### src/rtl/sincos2saw_pkg.sv
// Shared types and constants for the sin/cos-to-phase CORDIC.
// The arctangent table is in phase LSBs (2^16 per turn).
package sincos2saw_pkg;

  localparam int unsigned PHASE_W = 16;
  localparam int unsigned CORE_W  = 18;
  localparam int unsigned K_W     = 4;

  typedef enum logic [1:0] {
    IDLE = 2'd0,
    ROT  = 2'd1,
    DONE = 2'd2
  } state_e;

  // Working vector of the rotation: x/y in 18-bit two's complement, z is phase.
  typedef struct packed {
    logic signed [CORE_W-1:0]  x;
    logic signed [CORE_W-1:0]  y;
    logic        [PHASE_W-1:0] z;
  } vec_t;

  // round(atan(2^-k) * 65536 / (2*pi))
  function automatic logic [PHASE_W-1:0] atan_lut(input logic [K_W-1:0] k);
    logic [PHASE_W-1:0] a;
    case (k)
      4'd0:    a = 16'd8192;
      4'd1:    a = 16'd4836;
      4'd2:    a = 16'd2555;
      4'd3:    a = 16'd1297;
      4'd4:    a = 16'd651;
      4'd5:    a = 16'd326;
      4'd6:    a = 16'd163;
      4'd7:    a = 16'd81;
      4'd8:    a = 16'd41;
      4'd9:    a = 16'd20;
      4'd10:   a = 16'd10;
      4'd11:   a = 16'd5;
      4'd12:   a = 16'd3;
      4'd13:   a = 16'd1;
      4'd14:   a = 16'd1;
      default: a = 16'd0;
    endcase
    return a;
  endfunction

endpackage

### src/rtl/sincos2saw_if.sv
// Sample-in / phase-out handshake bundle for sincos2saw.
interface sincos2saw_if;

  logic [sincos2saw_pkg::PHASE_W-1:0] i_cos;
  logic [sincos2saw_pkg::PHASE_W-1:0] i_sin;
  logic                               i_valid;
  logic                               o_ready;
  logic [sincos2saw_pkg::PHASE_W-1:0] o_saw;
  logic                               o_valid;
  logic                               i_ready;

  modport slave (
    input  i_cos, i_sin, i_valid, i_ready,
    output o_ready, o_saw, o_valid
  );

  modport master (
    output i_cos, i_sin, i_valid, i_ready,
    input  o_ready, o_saw, o_valid
  );

endinterface

### src/rtl/sincos2saw_cordic_vec_step.sv
// One vectoring-mode CORDIC micro-rotation: steers y toward zero and
// accumulates the rotated angle into z. Purely combinational.
module sincos2saw_cordic_vec_step
  import sincos2saw_pkg::*;
(
  input  vec_t           v_in,
  input  logic [K_W-1:0] k,
  output vec_t           v_out_c
);

  logic signed [CORE_W-1:0] x;
  logic signed [CORE_W-1:0] y;
  logic signed [CORE_W-1:0] xs;
  logic signed [CORE_W-1:0] ys;
  logic [PHASE_W-1:0]       a;

  always_comb begin
    x       = v_in.x;
    y       = v_in.y;
    xs      = x >>> k;
    ys      = y >>> k;
    a       = atan_lut(k);
    v_out_c = v_in;
    if (!y[CORE_W-1]) begin
      v_out_c.x = x + ys;
      v_out_c.y = y - xs;
      v_out_c.z = v_in.z + a;
    end else begin
      v_out_c.x = x - ys;
      v_out_c.y = y + xs;
      v_out_c.z = v_in.z - a;
    end
  end

endmodule

### src/rtl/sincos2saw.sv
// Recovers a 16-bit sawtooth phase from an offset-binary sin/cos pair using an
// iterative vectoring CORDIC, one micro-rotation per clock.
module sincos2saw
  import sincos2saw_pkg::*;
#(
  parameter int unsigned ITERATIONS = 16
) (
  input  logic        i_clk,
  input  logic        i_rst_n,
  sincos2saw_if.slave bus
);

  localparam logic [K_W-1:0] K_LAST = K_W'(ITERATIONS - 1);

  state_e             state_q, state_d;
  vec_t               vec_q, vec_d, step_c;
  logic [K_W-1:0]     k_q, k_d;
  logic               zero_q, zero_d;
  logic               ready_q, ready_d;
  logic               valid_q, valid_d;
  logic [PHASE_W-1:0] saw_q, saw_d;

  logic                     accept_c;
  logic signed [CORE_W-1:0] cos_c;
  logic signed [CORE_W-1:0] sin_c;

  // Offset binary to sign-extended two's complement.
  always_comb begin
    cos_c    = {{(CORE_W-PHASE_W+1){~bus.i_cos[PHASE_W-1]}}, bus.i_cos[PHASE_W-2:0]};
    sin_c    = {{(CORE_W-PHASE_W+1){~bus.i_sin[PHASE_W-1]}}, bus.i_sin[PHASE_W-2:0]};
    accept_c = bus.i_valid && ready_q;
  end

  sincos2saw_cordic_vec_step u_step (
    .v_in    (vec_q),
    .k       (k_q),
    .v_out_c (step_c)
  );

  always_ff @(posedge i_clk or negedge i_rst_n) begin
    if (!i_rst_n) begin
      state_q <= IDLE;
      vec_q   <= '0;
      k_q     <= '0;
      zero_q  <= 1'b0;
      ready_q <= 1'b1;
      valid_q <= 1'b0;
      saw_q   <= '0;
    end else begin
      state_q <= state_d;
      vec_q   <= vec_d;
      k_q     <= k_d;
      zero_q  <= zero_d;
      ready_q <= ready_d;
      valid_q <= valid_d;
      saw_q   <= saw_d;
    end
  end

  always_comb begin
    state_d = state_q;
    case (state_q)
      IDLE:    if (accept_c) state_d = ROT;
      ROT:     if (k_q == K_LAST) state_d = DONE;
      DONE:    if (bus.i_ready) state_d = IDLE;
      default: state_d = IDLE;
    endcase
  end

  always_comb begin
    vec_d   = vec_q;
    k_d     = k_q;
    zero_d  = zero_q;
    ready_d = ready_q;
    valid_d = valid_q;
    saw_d   = saw_q;
    case (state_q)
      IDLE: begin
        if (accept_c) begin
          // Fold left half-plane onto the right so the rotation range suffices.
          if (cos_c[CORE_W-1]) begin
            vec_d.x = -cos_c;
            vec_d.y = -sin_c;
            vec_d.z = 16'h8000;
          end else begin
            vec_d.x = cos_c;
            vec_d.y = sin_c;
            vec_d.z = 16'h0000;
          end
          zero_d  = (cos_c == '0) && (sin_c == '0);
          k_d     = '0;
          ready_d = 1'b0;
        end
      end
      ROT: begin
        // A zero vector has no angle: hold z at its loaded zero.
        if (!zero_q) vec_d = step_c;
        k_d = k_q + K_W'(1);
        if (k_q == K_LAST) begin
          valid_d = 1'b1;
          saw_d   = vec_d.z;
        end
      end
      DONE: begin
        if (bus.i_ready) begin
          valid_d = 1'b0;
          ready_d = 1'b1;
        end
      end
      default: begin
        valid_d = 1'b0;
        ready_d = 1'b1;
      end
    endcase
  end

  assign bus.o_ready = ready_q;
  assign bus.o_valid = valid_q;
  assign bus.o_saw   = saw_q;

endmodule

### src/flat_wrapper.sv
// flat-port wrapper written by rule: the top's interface ports become plain ports
module sincos2saw_flat import sincos2saw_pkg::*;
#(
  parameter int unsigned ITERATIONS = 16
)
  (i_clk, i_rst_n, bus_i_cos, bus_i_sin, bus_i_valid, bus_i_ready, bus_o_ready, bus_o_saw, bus_o_valid);
  sincos2saw_if bus_i ();
  input  logic i_clk;
  input  logic i_rst_n;
  input wire logic [$bits(bus_i.i_cos)-1:0] bus_i_cos;
  input wire logic [$bits(bus_i.i_sin)-1:0] bus_i_sin;
  input wire logic [$bits(bus_i.i_valid)-1:0] bus_i_valid;
  input wire logic [$bits(bus_i.i_ready)-1:0] bus_i_ready;
  output wire logic [$bits(bus_i.o_ready)-1:0] bus_o_ready;
  output wire logic [$bits(bus_i.o_saw)-1:0] bus_o_saw;
  output wire logic [$bits(bus_i.o_valid)-1:0] bus_o_valid;
  assign bus_i.i_cos = bus_i_cos;
  assign bus_i.i_sin = bus_i_sin;
  assign bus_i.i_valid = bus_i_valid;
  assign bus_i.i_ready = bus_i_ready;
  assign bus_o_ready = bus_i.o_ready;
  assign bus_o_saw = bus_i.o_saw;
  assign bus_o_valid = bus_i.o_valid;
  sincos2saw #(.ITERATIONS(ITERATIONS)) u_core (.i_clk(i_clk), .i_rst_n(i_rst_n), .bus(bus_i));
endmodule
### config.mk
export PLATFORM = sky130hd
export DESIGN_NAME = sincos2saw_flat
export DESIGN_NICKNAME = d
export VERILOG_FILES = /design/src/rtl/sincos2saw_pkg.sv /design/src/rtl/sincos2saw_if.sv /design/src/rtl/sincos2saw_cordic_vec_step.sv /design/src/rtl/sincos2saw.sv /design/src/flat_wrapper.sv
export SDC_FILE = /design/constraint.sdc
export NUM_CORES = 1
export LEC_CHECK = 0
export ABC_AREA = 1
export CORE_ASPECT_RATIO = 0.5
export CORE_MARGIN = 2
export CORE_UTILIZATION = 25
export DETAILED_ROUTE_END_ITERATION = 7
export HOLD_SLACK_MARGIN = 0.08
export SYNTH_ARGS = -nofsm -noshare
export SYNTH_HDL_FRONTEND = slang
export SYNTH_SLANG_ARGS = --single-unit
### constraint.sdc
create_clock -name i_clk -period 4 [get_ports i_clk]
set_input_delay 1.2 -clock i_clk [delete_from_list [all_inputs] [get_ports i_clk]]
set_output_delay 1.2 -clock i_clk [all_outputs]
set_load 0.01 [all_outputs]
-- Word-level counts from Yosys, hierarchy flattened
Memories as Yosys holds them, arrays and structs flattened.
Index checks and enable logic that the tools add are counted.
- output and inout port bits: 18
- memory bits (read-only): 224
- memories kept: 1
- input port bits: 36
- bits in registers: 77
- multiplexer cells: 17
- add/subtract/negate cells: 9
- bitwise operators: 4
- eq/ne operators: 7
- reductions and logical operators: 13
- shifts and indexed selects: 2
- memories (memory ; depth ; bits a word ; read ports ; clocked after Yosys merged registers in ; write ports ; line ; text):
    (no name shown) ; 16 ; 14 ; 1 ; 0 ; 0 ; sincos2saw_pkg.sv:25 ; case (k)
- operator list (operator ; number):
    $mux W52 ; 4
    $pmux W52 S2 ; 1
    $add A18 B18 Y18 ; 2
    $logic_not A18 Y1 ; 2
    $neg A16 Y18 ; 2
    $sshr A18 B4 Y18 ; 2
    $sub A18 B18 Y18 ; 2
    $add A16 B16 Y16 ; 1
    $sub A16 B16 Y16 ; 1
    $reduce_and A3 Y1 ; 4
    $pmux W4 S2 ; 1
    $mux W2 ; 3
    $pmux W1 S3 ; 2
    $pmux W2 S3 ; 1
    $reduce_and A2 Y1 ; 3
    $add A4 B1 Y4 const B ; 1
    $eq A4 B4 Y1 const B ; 1
    $mux W1 ; 4
    $mux W4 ; 1
    $ne A2 B1 Y1 const B ; 2
    $ne A2 B2 Y1 const B ; 2
    $not A1 Y1 ; 4
    $eq A2 B1 Y1 const B ; 1
    $eq A2 B2 Y1 const B ; 1
    3 further kinds ; 4

-- Longest topological paths before layout
- depth after elaboration: 5
- gate-level depth with buffers: 31
- depth with buffers taken out: 28

-- By module
Synthesis repeated with hierarchy kept, for this count alone.
- cell total of the unflattened synthesis: 1576
- area, all modules: 9547.9 sq um
- modules (own cells, without submodules) (module ; instances ; area an instance (sq um) ; cells an instance):
    sincos2saw_cordic_vec_step ; 1 ; 5322.6 ; 990
    sincos2saw ; 1 ; 4225.3 ; 586

-- Worst setup path before layout
OpenSTA, ideal clock, no wires.
- path type: reg-to-reg
- start: reg u_core.k_q[1]
- end: reg u_core.vec_q[10] (netlist bit)
- clock period less this slack: 3.789 ns
- required time: 3.874 ns
- stages on the path, launching flop included: 27
- setup slack: 0.211 ns
- library setup time: 0.126 ns
- arrival time: 3.663 ns
- buffers on the path: 3
- path through: dfrtp_1 buf_2 inv_2 buf_4 buf_4 ha_1 inv_1 nand2_1 o211ai_1 o21ai_1 ha_1 inv_1 nor3_1 nor2_1 xor2_1 ha_1 nand2_1 inv_1 a21oi_1 o21ai_0 a21boi_0 inv_1 or2_2 nand3_1 o21ai_0 nand2_1 o21ai_0
- word-level cells in the longest chain between the ends: 5
- elaborated cells on any way between the ends: 6
- those cells by class: add/sub: 2; mux: 3; memory: 1
- ends and longest elaborated chain (element ; line ; text):
    from (decl) ; sincos2saw.sv:17 ; logic [K_W-1:0] k_q, k_d;
    from (signal assigned) ; sincos2saw.sv:52 ; k_q <= k_d;
    $mem_v2 Z16 W14 * ; - ;
    $add A16 B16 Y16 / $sub A16 B16 Y16 (equally long branches) ; sincos2saw_cordic_vec_step.sv:27, sincos2saw_cordic_vec_step.sv:31 ;
    $mux W52 * ; sincos2saw_cordic_vec_step.sv:24 ; if (!y[CORE_W-1]) begin
    $mux W52 * ; sincos2saw.sv:97 ; if (!zero_q) vec_d = step_c;
    $pmux W52 S2 * ; sincos2saw.sv:77 ; case (state_q)
    to (signal assigned) ; sincos2saw.sv:51 ; vec_q <= vec_d;
    to (decl) ; sincos2saw.sv:16 ; vec_t vec_q, vec_d, step_c;
Mark *: on every way between the ends. The rest lies on a longest branch, timed or not. The select of a mux whose other input is x is not followed.
A chain may end at the register's enable or synchronous reset.

-- Worst setup path in the final report
- start: reg u_core.k_q[0]
- end: reg u_core.vec_q[47] (netlist bit)
- word-level cells in the longest chain between the ends: 5
- elaborated cells on any way between the ends: 6
- those cells by class: add/sub: 2; shift: 1; mux: 3
- ends and longest elaborated chain (element ; line ; text):
    $sshr A18 B4 Y18 * ; sincos2saw_cordic_vec_step.sv:21 ; ys = y >>> k;
    $add A18 B18 Y18 / $sub A18 B18 Y18 (equally long branches) ; sincos2saw_cordic_vec_step.sv:25, sincos2saw_cordic_vec_step.sv:29 ;
    $mux W52 * ; sincos2saw_cordic_vec_step.sv:24 ;
    $mux W52 * ; sincos2saw.sv:97 ;
    $pmux W52 S2 * ; sincos2saw.sv:77 ;
Marked as above.

==> impl_metrics.json <==
{
  "outcome": "completed",
  "stdcell_area_um2": 11500,
  "async_reset_ff_share_pct": 100,
  "setup_violations": 0,
  "worstPathArrival_ns": 4.04,
  "dpl.hpwl_mm": 24.0,
  "ys_types": 48,
  "fin_worst_skew_ns": 0.00771,
  "crit_type": "reg -> reg",
  "hold_viol": 0,
  "cp.required_ns": 4.25,
  "fp.dieArea_um2": 37900,
  "fin_nets": 1709,
  "drc": 0,
  "fp-row-count": 49,
  "slew_viol_final": 0,
  "grt_max_degree": 43,
  "multiInputGateArea_um2": 6580,
  "dr.pass1.iters": 6,
  "reg2reg_setup_slack_ns": 0.20,
  "grt_pass1_wl_mm": 49.1,
  "cts_max_path_buffers": 2,
  "synthFlopType": "dfrtp_1",
  "stdcell_count": 2098,
  "ys_seq_elements": 77,
  "synth-edff-count": 0,
  "diodes": 0,
  "num_vias": 10349,
  "grt_pass1_vias": 9418,
  "cts-root-buf": "clkbuf_16",
  "antenna_found_initial": 0,
  "worstMarginPinSlew_ns": 0.851,
  "startpoint_type": "register",
  "first_iter_violations": 676,
  "io_pins": 54,
  "syn_area_um2": 9060,
  "seq_area_frac_synth_pct": 21.3,
  "clkTransAtPathRegs_ns": 0.07,
  "relSlewSlack_pct": 43.2,
  "syn_to_final_growth_pct": 26.7,
  "dp_cells": 2072,
  "initial_core_util_pct": 25.3,
  "fp.dieW_um": 273,
  "place.gp.congestion": 0.914,
  "rr_worst_depth": 23,
  "syn-num-nets": 1594,
  "drive_above_1_share_pct": 14.4,
  "track_usage_pct": 16.1,
  "grt.overflow.total": 0,
  "via_per_inst": 4.93,
  "min_to": "u_core.bus.o_saw[11]",
  "fp.coreArea_um2": 35800,
  "reg2reg_from": "u_core.k_q[0]",
  "post-route-period-util_pct": 94.9,
  "r2r_end": "u_core.vec_q[47]",
  "final_common_cell": "nand2_1",
  "cts_sinks": 77,
  "place_area_um2": 10700,
  "fin_tns_setup_ns": 0,
  "die_h_um": 139,
  "crit_path_end_kind": "register",
  "wirelength_mm": 31.0,
  "worst_hold_path.num_cells": 2,
  "wire_per_inst_um": 14.8,
  "n_fill_cell": 3975,
  "syn_avg_cell_area_um2": 6.07,
  "antenna_left": 0,
  "fmax_ghz": 0.263,
  "cts_buffers": 9,
  "seqCellArea_um2": 1930,
  "layout_common_cells": "nand2_1, inv_1, nand3_1",
  "insertion_delay_ns": 0.38,
  "fin_crit_ns": 3.80,
  "htreeDepth": 3,
  "io_buffers": 53,
  "cp_max_fo": 16,
  "yosysWarnings": 0,
  "worstHoldStart": "u_core.bus.o_saw[11]",
  "min_path_type": "reg -> reg",
  "rsz0062_at_grt": "yes",
  "synthCells": 1494,
  "cap_violations": 0,
  "cts_tree": "done"
}
[cells in the mapped netlist, types with 4 or more instances]
master / number / area share (%)
xnor2_1: 11 / 1.1
o21ai_0: 135 / 7.5
nor3_1: 20 / 1.1
nand3b_1: 6 / 0.50
clkinv_1: 5 / 0.21
a22oi_1: 5 / 0.41
o22ai_1: 12 / 0.83
o31ai_1: 9 / 0.75
a31oi_1: 23 / 1.6
nand2_1: 404 / 17
nand4_1: 13 / 0.90
a21oi_1: 117 / 6.5
buf_2: 19 / 1.0
o21bai_1: 9 / 0.75
buf_1: 6 / 0.25
o311ai_0: 5 / 0.48
inv_1: 153 / 6.3
xor2_1: 27 / 2.6
dfrtp_1: 76 / 21
nor2_1: 115 / 4.8
o211ai_1: 7 / 0.58
buf_4: 4 / 0.33
ha_1: 61 / 8.4
clkbuf_1: 28 / 1.2
and2_1: 4 / 0.28
nand3_1: 150 / 8.3
nor2_2: 7 / 0.48
or2_2: 21 / 1.4
o21ai_1: 11 / 0.61
[logic make-up after synthesis]
logic type / Yosys count / share of synthesized area (%)
AOI/OAI and AO/OA: 343 / 20.8
xor gates and xnor gates: 38 / 3.67
adders and majority gates: 64 / 9.08
buffers and inverters: 219 / 9.58
DFF: 77 / 21.3
muxes: 3 / 0.331
and+or+nand+nor: 750 / 35.2
[timing repair]
item / CTS / global route
pin swaps: 0 / 26
hold buffers: 0 / 0
resized for setup: 5 / 112
setup buffers: 0 / 8
endpoints found under the setup margin: 8 / 35
cloned: 0 / 2
[worst max-delay path: stages, from the launching register on]
cell	delay (ns)
dfrtp_1	0.41
buf_12	0.17
or2_2	0.31
o21ai_2	0.08
nand2_1	0.08
nand3_1	0.09
nand3_1	0.11
nand2_2	0.08
buf_4	0.10
nand3_1	0.10
nor2_2	0.21
buf_4	0.15
a21oi_1	0.06
xnor2_1	0.17
ha_2	0.39
nand2_1	0.09
nor2_2	0.11
nand4_1	0.17
nor2_2	0.17
nor2_1	0.08
o21bai_1	0.21
a21oi_1	0.09
o21ai_1	0.15
a21oi_1	0.09
[sequential cells by signal, summed over array words and instances, names as in the netlist]
signal              flops
u_core.vec_q           52
u_core.bus.o_saw       16
u_core.k_q              4
u_core.state_q          2
u_core.bus.o_ready      1
u_core.bus.o_valid      1
u_core.zero_q           1
[worst max path at each step]
stage / start / endpoint / slack (ns)
4_1_cts: u_core.k_q[2] / u_core.vec_q[31] / 0.03
3_3_place_gp: u_core.k_q[0] / u_core.vec_q[9] / -0.009
2_1_floorplan: u_core.k_q[1] / u_core.vec_q[10] / 0.21
3_5_place_dp: u_core.k_q[2] / u_core.bus.o_saw[11] / -0.08
6_report: u_core.k_q[0] / u_core.vec_q[47] / 0.20
5_1_grt: u_core.k_q[0] / u_core.bus.o_saw[15] / -0.04
[routing by layer]
metal | share of wire, % | wire, um | global-route usage [%]
met4 | 1.7 | 540 | 4.34
met1 | 47 | 14700 | 22.4
met5 | 0 | 0 | 0
met3 | 6.0 | 1860 | 3.03
met2 | 45 | 13900 | 25.5
[through the flow]
stage,setup slack (ns),hold WS (ns),util [%]
after floorplan,0.211,0.475,-
after global placement,-0.00880,0.462,30.0
after detailed placement,-0.0841,0.464,30.0
after CTS,0.0286,0.482,30.9
after global routing,-0.0378,0.511,32.1
final,0.203,0.478,32.1
[layout make-up]
class,count,share of cell area [%]
sequential,77,16.8
clock inverter,6,0.632
clock buffer,10,1.99
inverter,161,5.31
tap,484,5.27
multi-input combinational,1198,57.3
timing repair buffer,162,12.6
Power is not shown: default switching activity piles up to over one toggle a cycle in this logic, so the estimate is an artifact.
